File: config.mk
export PLATFORM = sky130hd
export DESIGN_NAME = ag_hysteresis_ctrl
export DESIGN_NICKNAME = d
export VERILOG_FILES = /design/src/rtl/ag_pkg.sv /design/src/rtl/ag_hyst_channel.sv /design/src/rtl/ag_hysteresis_ctrl.sv
export SDC_FILE = /design/constraint.sdc
export NUM_CORES = 1
export LEC_CHECK = 0
export CORE_MARGIN = 10
export CORE_UTILIZATION = 60
export CTS_CLUSTER_DIAMETER = 100
export DETAILED_ROUTE_END_ITERATION = 16
export GPL_ROUTABILITY_DRIVEN = 0
export MAX_ROUTING_LAYER = met4
export PLACE_DENSITY = 0.9
export SLEW_MARGIN = 0
export SYNTH_ARGS = -nofsm -noshare
export SYNTH_HDL_FRONTEND = slang
export SYNTH_SLANG_ARGS = --single-unit
File: constraint.sdc
create_clock -name clk -period 5.9 [get_ports clk]
set_input_delay 1.18 -clock clk [delete_from_list [all_inputs] [get_ports clk]]
set_output_delay 1.18 -clock clk [all_outputs]
set_load 0.02 [all_outputs]
File: src/rtl/ag_pkg.sv
// Shared definitions for the hysteresis actuator controller: per-channel
// state encoding and default timing constants.
package ag_pkg;

  typedef enum logic [2:0] {
    ST_IDLE      = 3'd0,
    ST_ON_DWELL  = 3'd1,
    ST_ON        = 3'd2,
    ST_OFF_DWELL = 3'd3,
    ST_FAULT     = 3'd4
  } ag_state_e;

  localparam int AG_N_CH_DEF     = 4;
  localparam int AG_SENS_W_DEF   = 4;
  localparam int AG_TICK_DIV_DEF = 25000;  // 1 kHz dwell tick at 25 MHz
  localparam int AG_MIN_ON_DEF   = 4;
  localparam int AG_MIN_OFF_DEF  = 4;
  localparam int AG_MAX_ON_DEF   = 60000;

endpackage

File: src/rtl/ag_hyst_channel.sv
// One actuator channel: threshold compare with hysteresis, minimum on/off
// dwell, maximum on-time fault and override handling.
module ag_hyst_channel
  import ag_pkg::*;
#(
  parameter int SENS_W  = AG_SENS_W_DEF,
  parameter int MIN_ON  = AG_MIN_ON_DEF,
  parameter int MIN_OFF = AG_MIN_OFF_DEF,
  parameter int MAX_ON  = AG_MAX_ON_DEF
) (
  input  logic              clk_i,
  input  logic              rst_ni,
  input  logic              ena_i,
  input  logic              tick_i,
  input  logic [SENS_W-1:0] sensor_i,
  input  logic [SENS_W-1:0] thr_on_i,
  input  logic [SENS_W-1:0] thr_off_i,
  input  logic              dir_i,
  input  logic              override_i,
  input  logic              fault_clr_i,
  output logic              actuator_o,
  output logic              fault_o,
  output logic              cfg_err_o
);

  localparam int CW = $clog2(MAX_ON + 1);
  localparam logic [CW-1:0] MIN_ON_C  = CW'(MIN_ON);
  localparam logic [CW-1:0] MIN_OFF_C = CW'(MIN_OFF);
  localparam logic [CW-1:0] MAX_ON_C  = CW'(MAX_ON);

  ag_state_e     state_q;
  logic [CW-1:0] cnt_q;
  logic [CW-1:0] cnt_inc;
  logic          cfg_q;
  logic          misconf;
  logic          demand;
  logic          rel;

  // Threshold evaluation; a misconfigured channel is blocked from demand.
  always_comb begin
    misconf = dir_i ? (thr_on_i < thr_off_i) : (thr_on_i > thr_off_i);
    demand  = !misconf && (dir_i ? (sensor_i >= thr_on_i) : (sensor_i <= thr_on_i));
    rel     = dir_i ? (sensor_i <= thr_off_i) : (sensor_i >= thr_off_i);
    cnt_inc = (cnt_q == MAX_ON_C) ? cnt_q : cnt_q + CW'(1);
  end

  // Channel FSM with its dwell counter and registered config-error flag.
  always_ff @(posedge clk_i or negedge rst_ni) begin
    if (!rst_ni) begin
      state_q <= ST_IDLE;
      cnt_q   <= '0;
      cfg_q   <= 1'b0;
    end else if (ena_i) begin
      cfg_q <= misconf;
      unique case (state_q)
        ST_IDLE: begin
          if (demand && !override_i) begin
            state_q <= ST_ON_DWELL;
            cnt_q   <= '0;
          end
        end
        ST_ON_DWELL: begin
          if (override_i) begin
            state_q <= ST_OFF_DWELL;
            cnt_q   <= '0;
          end else if (tick_i) begin
            cnt_q <= cnt_inc;
            if (cnt_inc >= MIN_ON_C) state_q <= ST_ON;
          end
        end
        ST_ON: begin
          // Counter keeps running from ON_DWELL entry, so max on-time
          // includes the minimum dwell.
          if (override_i) begin
            state_q <= ST_OFF_DWELL;
            cnt_q   <= '0;
          end else if (cnt_q == MAX_ON_C) begin
            state_q <= ST_FAULT;
          end else if (rel) begin
            state_q <= ST_OFF_DWELL;
            cnt_q   <= '0;
          end else if (tick_i) begin
            cnt_q <= cnt_inc;
          end
        end
        ST_OFF_DWELL: begin
          if (tick_i) begin
            cnt_q <= cnt_inc;
            if (cnt_inc >= MIN_OFF_C) state_q <= ST_IDLE;
          end
        end
        ST_FAULT: begin
          if (fault_clr_i) begin
            state_q <= ST_OFF_DWELL;
            cnt_q   <= '0;
          end
        end
        default: begin
          state_q <= ST_IDLE;
          cnt_q   <= '0;
        end
      endcase
    end
  end

  assign actuator_o = (state_q == ST_ON_DWELL) || (state_q == ST_ON);
  assign fault_o    = (state_q == ST_FAULT);
  assign cfg_err_o  = cfg_q;

endmodule

File: src/rtl/ag_hysteresis_ctrl.sv
// Multi-channel hysteresis actuator controller: shared dwell-tick
// prescaler, N_CH independent channels and a registered fault summary.
module ag_hysteresis_ctrl
  import ag_pkg::*;
#(
  parameter int N_CH     = AG_N_CH_DEF,
  parameter int SENS_W   = AG_SENS_W_DEF,
  parameter int TICK_DIV = AG_TICK_DIV_DEF,
  parameter int MIN_ON   = AG_MIN_ON_DEF,
  parameter int MIN_OFF  = AG_MIN_OFF_DEF,
  parameter int MAX_ON   = AG_MAX_ON_DEF
) (
  input  logic                     clk,
  input  logic                     rst_n,
  input  logic                     ena,
  input  logic [N_CH*SENS_W-1:0]   sensor_in,
  input  logic [N_CH*SENS_W-1:0]   thr_on,
  input  logic [N_CH*SENS_W-1:0]   thr_off,
  input  logic [N_CH-1:0]          dir,
  input  logic                     override,
  input  logic                     fault_clr,
  output logic [N_CH-1:0]          actuator_out,
  output logic [N_CH-1:0]          fault,
  output logic [N_CH-1:0]          cfg_err,
  output logic                     any_fault
);

  localparam int PW = (TICK_DIV > 1) ? $clog2(TICK_DIV) : 1;
  localparam logic [PW-1:0] PRE_LAST = PW'(TICK_DIV - 1);

  logic [PW-1:0] pre_q;
  logic          tick;
  logic          any_fault_q;

  assign tick = ena && (pre_q == PRE_LAST);

  // Dwell-tick prescaler; frozen while ena is low.
  always_ff @(posedge clk or negedge rst_n) begin
    if (!rst_n) begin
      pre_q <= '0;
    end else if (ena) begin
      pre_q <= (pre_q == PRE_LAST) ? '0 : pre_q + PW'(1);
    end
  end

  for (genvar g = 0; g < N_CH; g++) begin : g_ch
    ag_hyst_channel #(
      .SENS_W (SENS_W),
      .MIN_ON (MIN_ON),
      .MIN_OFF(MIN_OFF),
      .MAX_ON (MAX_ON)
    ) u_ch (
      .clk_i      (clk),
      .rst_ni     (rst_n),
      .ena_i      (ena),
      .tick_i     (tick),
      .sensor_i   (sensor_in[g*SENS_W +: SENS_W]),
      .thr_on_i   (thr_on[g*SENS_W +: SENS_W]),
      .thr_off_i  (thr_off[g*SENS_W +: SENS_W]),
      .dir_i      (dir[g]),
      .override_i (override),
      .fault_clr_i(fault_clr),
      .actuator_o (actuator_out[g]),
      .fault_o    (fault[g]),
      .cfg_err_o  (cfg_err[g])
    );
  end

  // Fault summary, one cycle behind the per-channel fault bits.
  always_ff @(posedge clk or negedge rst_n) begin
    if (!rst_n) begin
      any_fault_q <= 1'b0;
    end else begin
      any_fault_q <= |fault;
    end
  end

  assign any_fault = any_fault_q;

endmodule

Word-level counts from Yosys, hierarchy flattened
Cells that the tools add are included.
Cells by class
  mux-type cells: 87
  add/subtract/negate cells: 5
  order comparisons: 28
  reduce and logical (&&, ||, !) cells: 31
  equality and inequality tests: 53
Operator list (count)
  $mux W16: 29
  $pmux W16 S5: 4
  $mux W3: 37
  $add A16 B1 Y16 const B: 4
  $eq A16 B16 Y1 const B: 4
  $ge A16 B3 Y1 const B: 4
  $pmux W3 S5: 4
  $ge A4 B4 Y1: 8
  $le A4 B4 Y1: 8
  $reduce_and A8 Y1: 4
  $eq A3 B2 Y1 const B: 8
  $ne A3 B3 Y1 const B: 7
  $ne A2 B1 Y1 const B: 9
  $gt A4 B4 Y1: 4
  $lt A4 B4 Y1: 4
  $ne A4 B2 Y1 const B: 4
  $reduce_and A4 Y1: 4
  $add A15 B1 Y15 const B: 1
  $eq A15 B15 Y1 const B: 1
  $mux W15: 1
  $ne A3 B2 Y1 const B: 5
  $ne A2 B2 Y1 const B: 7
  $eq A3 B1 Y1 const B: 4
  $eq A3 B3 Y1 const B: 4
  other kinds (6): 35
Word-level totals
  input bits: 57
  output and inout port bits: 13
  register bits: 96

Longest topological paths before layout
Gate-level depths: netlist of run 1.
  depth after elaboration: 7
  mapped depth: 11
  mapped depth without buffers: 10

Hierarchy
A second synthesis of run 1 with hierarchy kept.
Unflattened totals
  cell total of the unflattened synthesis: 1033
  area, all modules: 8552.0 µm²
By module, submodules not included
  ag_hyst_channel: area each 1944.4 µm², times used 4, cells an instance 240
  ag_hysteresis_ctrl: area each 774.5 µm², times used 1, cells an instance 73

Worst setup path before layout of run 1
OpenSTA, ideal clock, no wires.
  path kind: input to register
  start: input port thr_off[6]
  end: register g_ch[1].u_ch.cnt_q[14]
  slack: 2.350 ns
  required time: 5.805 ns
  library setup time: 0.095 ns
  cell stages on the path: 11
  arrival time: 3.455 ns
  path through: inv_1 > ha_1 > and4b_1 > a211oi_1 > mux2i_1 > nand2_1 > o41ai_4 > nand2_2 > or2_1 > buf_2 > o31ai_1
On the way
  cells in the longest elaborated chain, start to end: 7
  elaborated cells on any way between the ends: 15
RTL lines
  from (decl): line ag_hysteresis_ctrl.sv:18  | input logic [N_CH*SENS_W-1:0] thr_off,
  branches (longest 7 deep; another with $ge A4 B4 Y1)
  to (signal assigned): line ag_hyst_channel.sv:67  | cnt_q <= cnt_inc;
  to (signal assigned): line ag_hyst_channel.sv:83  | cnt_q <= cnt_inc;
  to (signal assigned): line ag_hyst_channel.sv:88  | cnt_q <= cnt_inc;
  to (decl): line ag_hyst_channel.sv:32  | logic [CW-1:0] cnt_q;
Several ways; the timed one is not identified. The select of a mux whose other input is x is not followed.
A chain may end at the register's enable or synchronous reset.

Worst setup path after layout of run 1
  start: input port thr_off[6]
  end: register g_ch[1].u_ch.cnt_q[7]
Same word-level chain as after synthesis.

==> summary.txt, run 1 <==
Status
  – Status: completed

Flow run
  – Maximum Capacitance Violations: 0

Floorplan
  – Die width: 136 um
  – Rows: 42
  – Floorplan die height: about 140 um
  – Core Region: 13100 sq um
  – Die area: approximately 18000 sq um
  – IO Count: 70
  – Initial core utilization: approximately three fifths

Logic synthesis
  – Main synth FF type: dfrtp_1
  – Yosys warning count: 0
  – Synth unique cells: 79
  – Asr flop ratio synth: between 90% and 100%
  – Post-synthesis sequential area ratio: 30.0%
  – Cell Area, Synth: 8010 sq um
  – Yosys top cell by area: dfrtp_1
  – Area share of the largest cell type after synthesis: about 30%
  – Synth top area cells: dfrtp_1 30%, ha_1 8.9%, nor2_1 4.5%
  – Mapped Cells: 954
  – Most instantiated cells after synthesis: 96 x dfrtp_1, 96 x nor2_1, 74 x nand2_1, 68 x inv_1, 57 x ha_1
  – Synth Area per Inst: between 8 and 9 sq um
  – Post-synthesis register bit count: 96
  – EDFF count, synth: 0
  – Synthesized Nets: 1068

Route
  – Vias/cell: between 6 and 7
  – Routed len/inst: 16.3 um
  – Initial DRC count: 734
  – Met1 Routed Length: a little over 8000 um
  – Residual DRC count: 0
  – WL met3: 962 um
  – Top routing layer in use: met4
  – Via count: ~7200
  – Final ANT Viol Nets: 0
  – DRT Pass-1 Iters: 6
  – Overall routed net length: 18900 um
  – WL met2: 9260 um

Placement
  – DP HPWL: 13700 um
  – Placement Setup Slack: 1.31 ns
  – DP Area: 8610 sq um
  – Buffers on Ports: between 60 and 70

Finish
  – Multi-input logic area: 4990 sq um
  – Final net count: 1094
  – Post-route cell area: 8910 sq um
  – Sequential standard cell area: 2400 sq um
  – Layout area overhead: 11.3%
  – Share of cells above drive strength 1: 5.69%
  – Fillers: ~1000
  – Core Util, Final: 67.8%
  – Number of diodes: 0

Worst setup path
  – Required time of the critical path: 6.15 ns
  – Critical Path AT: 4.45 ns
  – Crit start category: input pin
  – Reg2reg path depth: 9
  – Crit path max fanout: 18
  – Crit. End Element: register
  – Setup CP Type: in2reg

Global route
  – Initial antenna violation count: 0
  – Overall routing resource usage: 21.9%
  – Vias in the first global route: 6981
  – First-pass GRT wire length: 32700 um
  – Total gr overflow: 0
  – Largest net degree at the start of global routing: 50

Timing
  – Clock skew: 0.00649 ns
  – F_max: 0.238 GHz
  – Minimum clock period: 4.21 ns
  – Worst Max-Slew Pin Slew: 0.938 ns
  – Slew Limit Fails: 0
  – Setup violators final: 0
  – Period utilisation layout: 71.3%
  – Setup tns final: 0 ns
  – Setup ws final: 1.69 ns
  – Worst slew margin: between 30% and 40%
  – Final-report hold violation count: 0
  – RSZ-0062 raised after global routing: false

Clocking
  – Post-CTS Setup Bufs: 0
  – Clock sink count: 96
  – Root buffer cell: clkbuf_16
  – Worst-path clk slew: ~0.07 ns
  – Num CTS Buffers: 9
  – Cts hold-fix bufs: 0
  – CTS tree: built
  – Clock buffer depth: 2
  – Resized Gates After CTS: 0
  – CTS H-Tree Depth: 3
  – Clock insertion delay at the later pin of the skew report: ~0.36 ns

Hold path
  – Hold depth: 1
  – Worst Hold Class: reg2reg

Power and ir drop
  – Pwr/cell area: between 200 and 250 nW/um^2
  – Peak supply drop: 0.000143 V
  – P_leak: 0.00389 uW
[final cells by class]
type                            instances  share of cell area, %
Inverter                               68                   2.86
Clock buffer                           11                   2.61
Clock inverter                          4                  0.786
Tap cell                              176                   2.47
Multi-Input combinational cell        729                   56.0
Timing Repair Buffer                   76                   8.31
Sequential cell                        96                   27.0
[metrics by stage]
step                      hold slack, ns  power, uW  instances
final                              0.495       2060       1160
after global routing               0.519       2180       1160
after global placement             0.472       1420       1145
after floorplan                    0.448       1280        954
after detailed placement           0.480       1450       1145
after CTS                          0.494       2070       1160
[layout by cell type (no fill, tap or decap), drive strengths merged, types with 34 or more instances in the layout]
cell           count
clkdlybuf4s50     68
dfrtp             96
ha                57
inv               68
nand2             76
nand3             38
nand4             40
nor2              97
o21ai             46
xnor2             34
xor2              35
[flip-flops by register name, summed over array words and instances, names as in the netlist]
signal,cells
g_ch.u_ch.cfg_err_o,4
g_ch.u_ch.cnt_q,64
any_fault,1
g_ch.u_ch.state_q,12
pre_q,15
[layer usage]
metal  GRT usage [%]  up-vias
met5               -        -
met4            9.99        0
met3            3.08       43
met2            35.5      254
met1            26.4     3413
li1                -     3489
[worst paths after layout]
kind,start,end,slack (ns)
worst max-delay path,thr_off[6],g_ch[1].u_ch.cnt_q[7],1.69
worst min-delay path,g_ch[1].u_ch.cfg_err_o,g_ch[1].u_ch.cfg_err_o,0.50
worst max register to register,pre_q[0],g_ch[0].u_ch.cnt_q[9],2.94
worst min register to register,g_ch[1].u_ch.cfg_err_o,g_ch[1].u_ch.cfg_err_o,0.50
max in group asynchronous,rst_n,g_ch[0].u_ch.cnt_q[11],4.01
min in group asynchronous,rst_n,g_ch[2].u_ch.cnt_q[13],0.83
[power breakdown]
| group | leakage, uW | internal [uW] | switching, uW | total, uW |
|---|---|---|---|---|
| clock network | 0.000149 | 368 | 249 | 616 |
| logic | 0.00245 | 295 | 363 | 658 |
| registers | 0.00129 | 705 | 80.1 | 785 |
[critical path, cell delays in order]
cell	delay, ns
clkdlybuf4s50_1	0.45
inv_1	0.05
ha_1	0.31
and4b_1	0.22
a211oi_1	0.26
mux2i_1	0.23
nand2_1	0.13
o41ai_4	0.45
nand2_2	0.29
or2_1	0.49
o41ai_1	0.38
[cells by family after synthesis]
group | synth area share (%)
and+or+nand+nor | 28.5
AOI/OAI and AO/OA | 14.6
buffers and inverters | 7.78
DFF | 30.0
xor gates and xnor gates | 7.54
adders and majority gates | 8.90
muxes | 2.67
Note: power is estimated with default switching activity, not from simulation.
==> run 2, diff against run 1 <==
- CORE_UTILIZATION: 60 -> 54
- PLACE_DENSITY: 0.9 -> 0.86
- clock period: 5.9 -> 3.7 ns (I/O delays scaled with it)
==> summary.txt, run 2 (synthesis gave the netlist of run 1 again) <==
Finish
  – Largest register FFs: 64
  – Post-route cell area: ~9000 sq um
  – Multi-input logic area: 4990 sq um
  – Most frequent cells in the layout: 96 x nor2_1, 96 x dfrtp_1, 74 x nand2_1, 68 x inv_1, 68 x clkdlybuf4s50_1
  – Number of diodes: 0
  – Final Non-Filler Cells: 1180
  – Biggest register: g_ch.u_ch.cnt_q
  – Sequential standard cell area: 2400 sq um
  – Share of cells above drive strength 1: 6.93%
  – Top Registers: g_ch.u_ch.cnt_q: 64 flops, pre_q: 15 flops, g_ch.u_ch.state_q: 12 flops
  – Core Util, Final: 61.9%
  – Layout area overhead: 12.2%
  – Final net count: 1105
  – Fillers: about 1200

Global route
  – Total gr overflow: 0
  – Initial antenna violation count: 0
  – Vias in the first global route: 6591
  – First-pass GRT wire length: roughly 31000 um
  – Overall routing resource usage: 18.9%
  – Largest net degree at the start of global routing: 54

Timing
  – Slew Limit Fails: 0
  – Worst slew margin: between 40% and 50%
  – Period utilisation layout: 92.5%
  – F_max: 0.292 GHz
  – Clock skew: 0.00931 ns
  – Setup violators final: 0
  – Worst Max-Slew Pin Slew: 0.815 ns
  – Final-report hold violation count: 0
  – RSZ-0062 raised after global routing: false
  – Minimum clock period: around 3.4 ns
  – Setup ws final: 0.279 ns

Clocking
  – CTS tree: built
  – CTS H-Tree Depth: 3
  – Worst-path clk slew: approximately 0.070 ns
  – Root buffer cell: clkbuf_16
  – Cts hold-fix bufs: 0
  – Clock buffer depth: 2
  – Post-CTS Setup Bufs: 0
  – Resized Gates After CTS: 0
  – Clock insertion delay at the later pin of the skew report: 0.36 ns
  – Clock sink count: 96
  – Num CTS Buffers: 9

Worst setup path
  – Crit path max fanout: 9
  – Delay-heaviest family, CP: simple AND/OR/NAND/NOR gates
  – Slowest-stage cell, CP: nor4_2
  – Crit start category: input pin
  – Crit. End Element: register
  – Critical Path AT: approximately 3.7 ns
  – Required time of the critical path: 3.95 ns
  – Setup CP Type: in2reg
  – CP bufs+invs: 3
  – CP peak stage delay: 0.72 ns
  – Cell Chain, Critical Path: clkdlybuf4s50_1 > inv_1 > ha_1 > and4b_1 > a211oi_1 > mux2_2 > a41oi_1 > nor4_2 > buf_4 > nand4_1 > xor2_1 > nor2_1

Placement
  – Placed Instances: 1164
  – Buffers on Ports: 69
  – DP Area: 8700 sq um
  – Placement Setup Slack: -0.0810 ns
  – DP HPWL: 13600 um

Route
  – DRT Pass-1 Iters: 5
  – Initial DRC count: 623
  – Routed len/inst: 15.6 um
  – Vias/cell: 5.98
  – Residual DRC count: 0
  – Via count: 7059
  – Overall routed net length: 18500 um
  – Final ANT Viol Nets: 0

Floorplan
  – Floorplan die height: 142 um
  – Die area: 20100 sq um
  – IO Count: 70
  – Core Region: 14500 sq um
  – Die width: 142 um
  – Initial core utilization: 55.1%
  – Rows: between 40 and 50

Power and ir drop
  – Pwr Total: 3260 uW
  – Peak supply drop: 0.000290 V
  – P_leak: between 0.003 and 0.004 uW
  – Pwr/cell area: around 360 nW/um^2

Hold path
  – Worst Hold Class: in2async

Status
  – Status: completed

Flow run
  – Maximum Capacitance Violations: 0
==> run 2: cell type report <==
type,count,share of cell area (%)
Clock buffer,10,2.55
Clock inverter,6,0.668
Inverter,68,2.84
Multi-Input combinational cell,729,55.5
Sequential cell,96,26.7
Tap cell,184,2.56
Timing Repair Buffer,87,9.16
==> run 2: report_power, final <==
| part | switching [uW] | internal [uW] | total, uW |
|---|---|---|---|
| clock | 420 | 521 | 941 |
| combinational | 581 | 492 | 1070 |
| sequential | 127 | 1120 | 1250 |
| total | 1130 | 2140 | 3260 |
==> run 2: path summary, 6_finish.rpt <==
check / slack (ns) / cells after the start / startpoint / endpoint
worst max-delay path: 0.28 / 12 / thr_on[10] / g_ch[2].u_ch.cnt_q[14]
worst min-delay path: 0.41 / 1 / rst_n / g_ch[2].u_ch.cnt_q[7]
worst max register to register: 0.61 / 9 / pre_q[0] / g_ch[2].u_ch.cnt_q[14]
worst min register to register: 0.48 / 1 / g_ch[1].u_ch.cfg_err_o / g_ch[1].u_ch.cfg_err_o
max in group asynchronous: 2.50 / 2 / rst_n / g_ch[0].u_ch.cnt_q[6]
min in group clk: 0.48 / 1 / g_ch[1].u_ch.cfg_err_o / g_ch[1].u_ch.cfg_err_o
==> run 2: metal layers <==
layer	vias up	wire (um)	share of wire, %	global-route usage [%]
met5	-	0	0	-
met4	0	296	1.6	5.92
met3	20	961	5.2	3.60
met2	181	8710	47	30.0
met1	3352	8490	46	23.8
li1	3506	-	-	-
==> run 2: per-stage QoR <==
stage	setup TNS (ns)	hold WS (ns)
after floorplan	0	0.444
after global placement	-0.00504	0.469
after detailed placement	-0.334	0.471
after CTS	0	0.450
after global routing	0	0.488
final	0	0.414
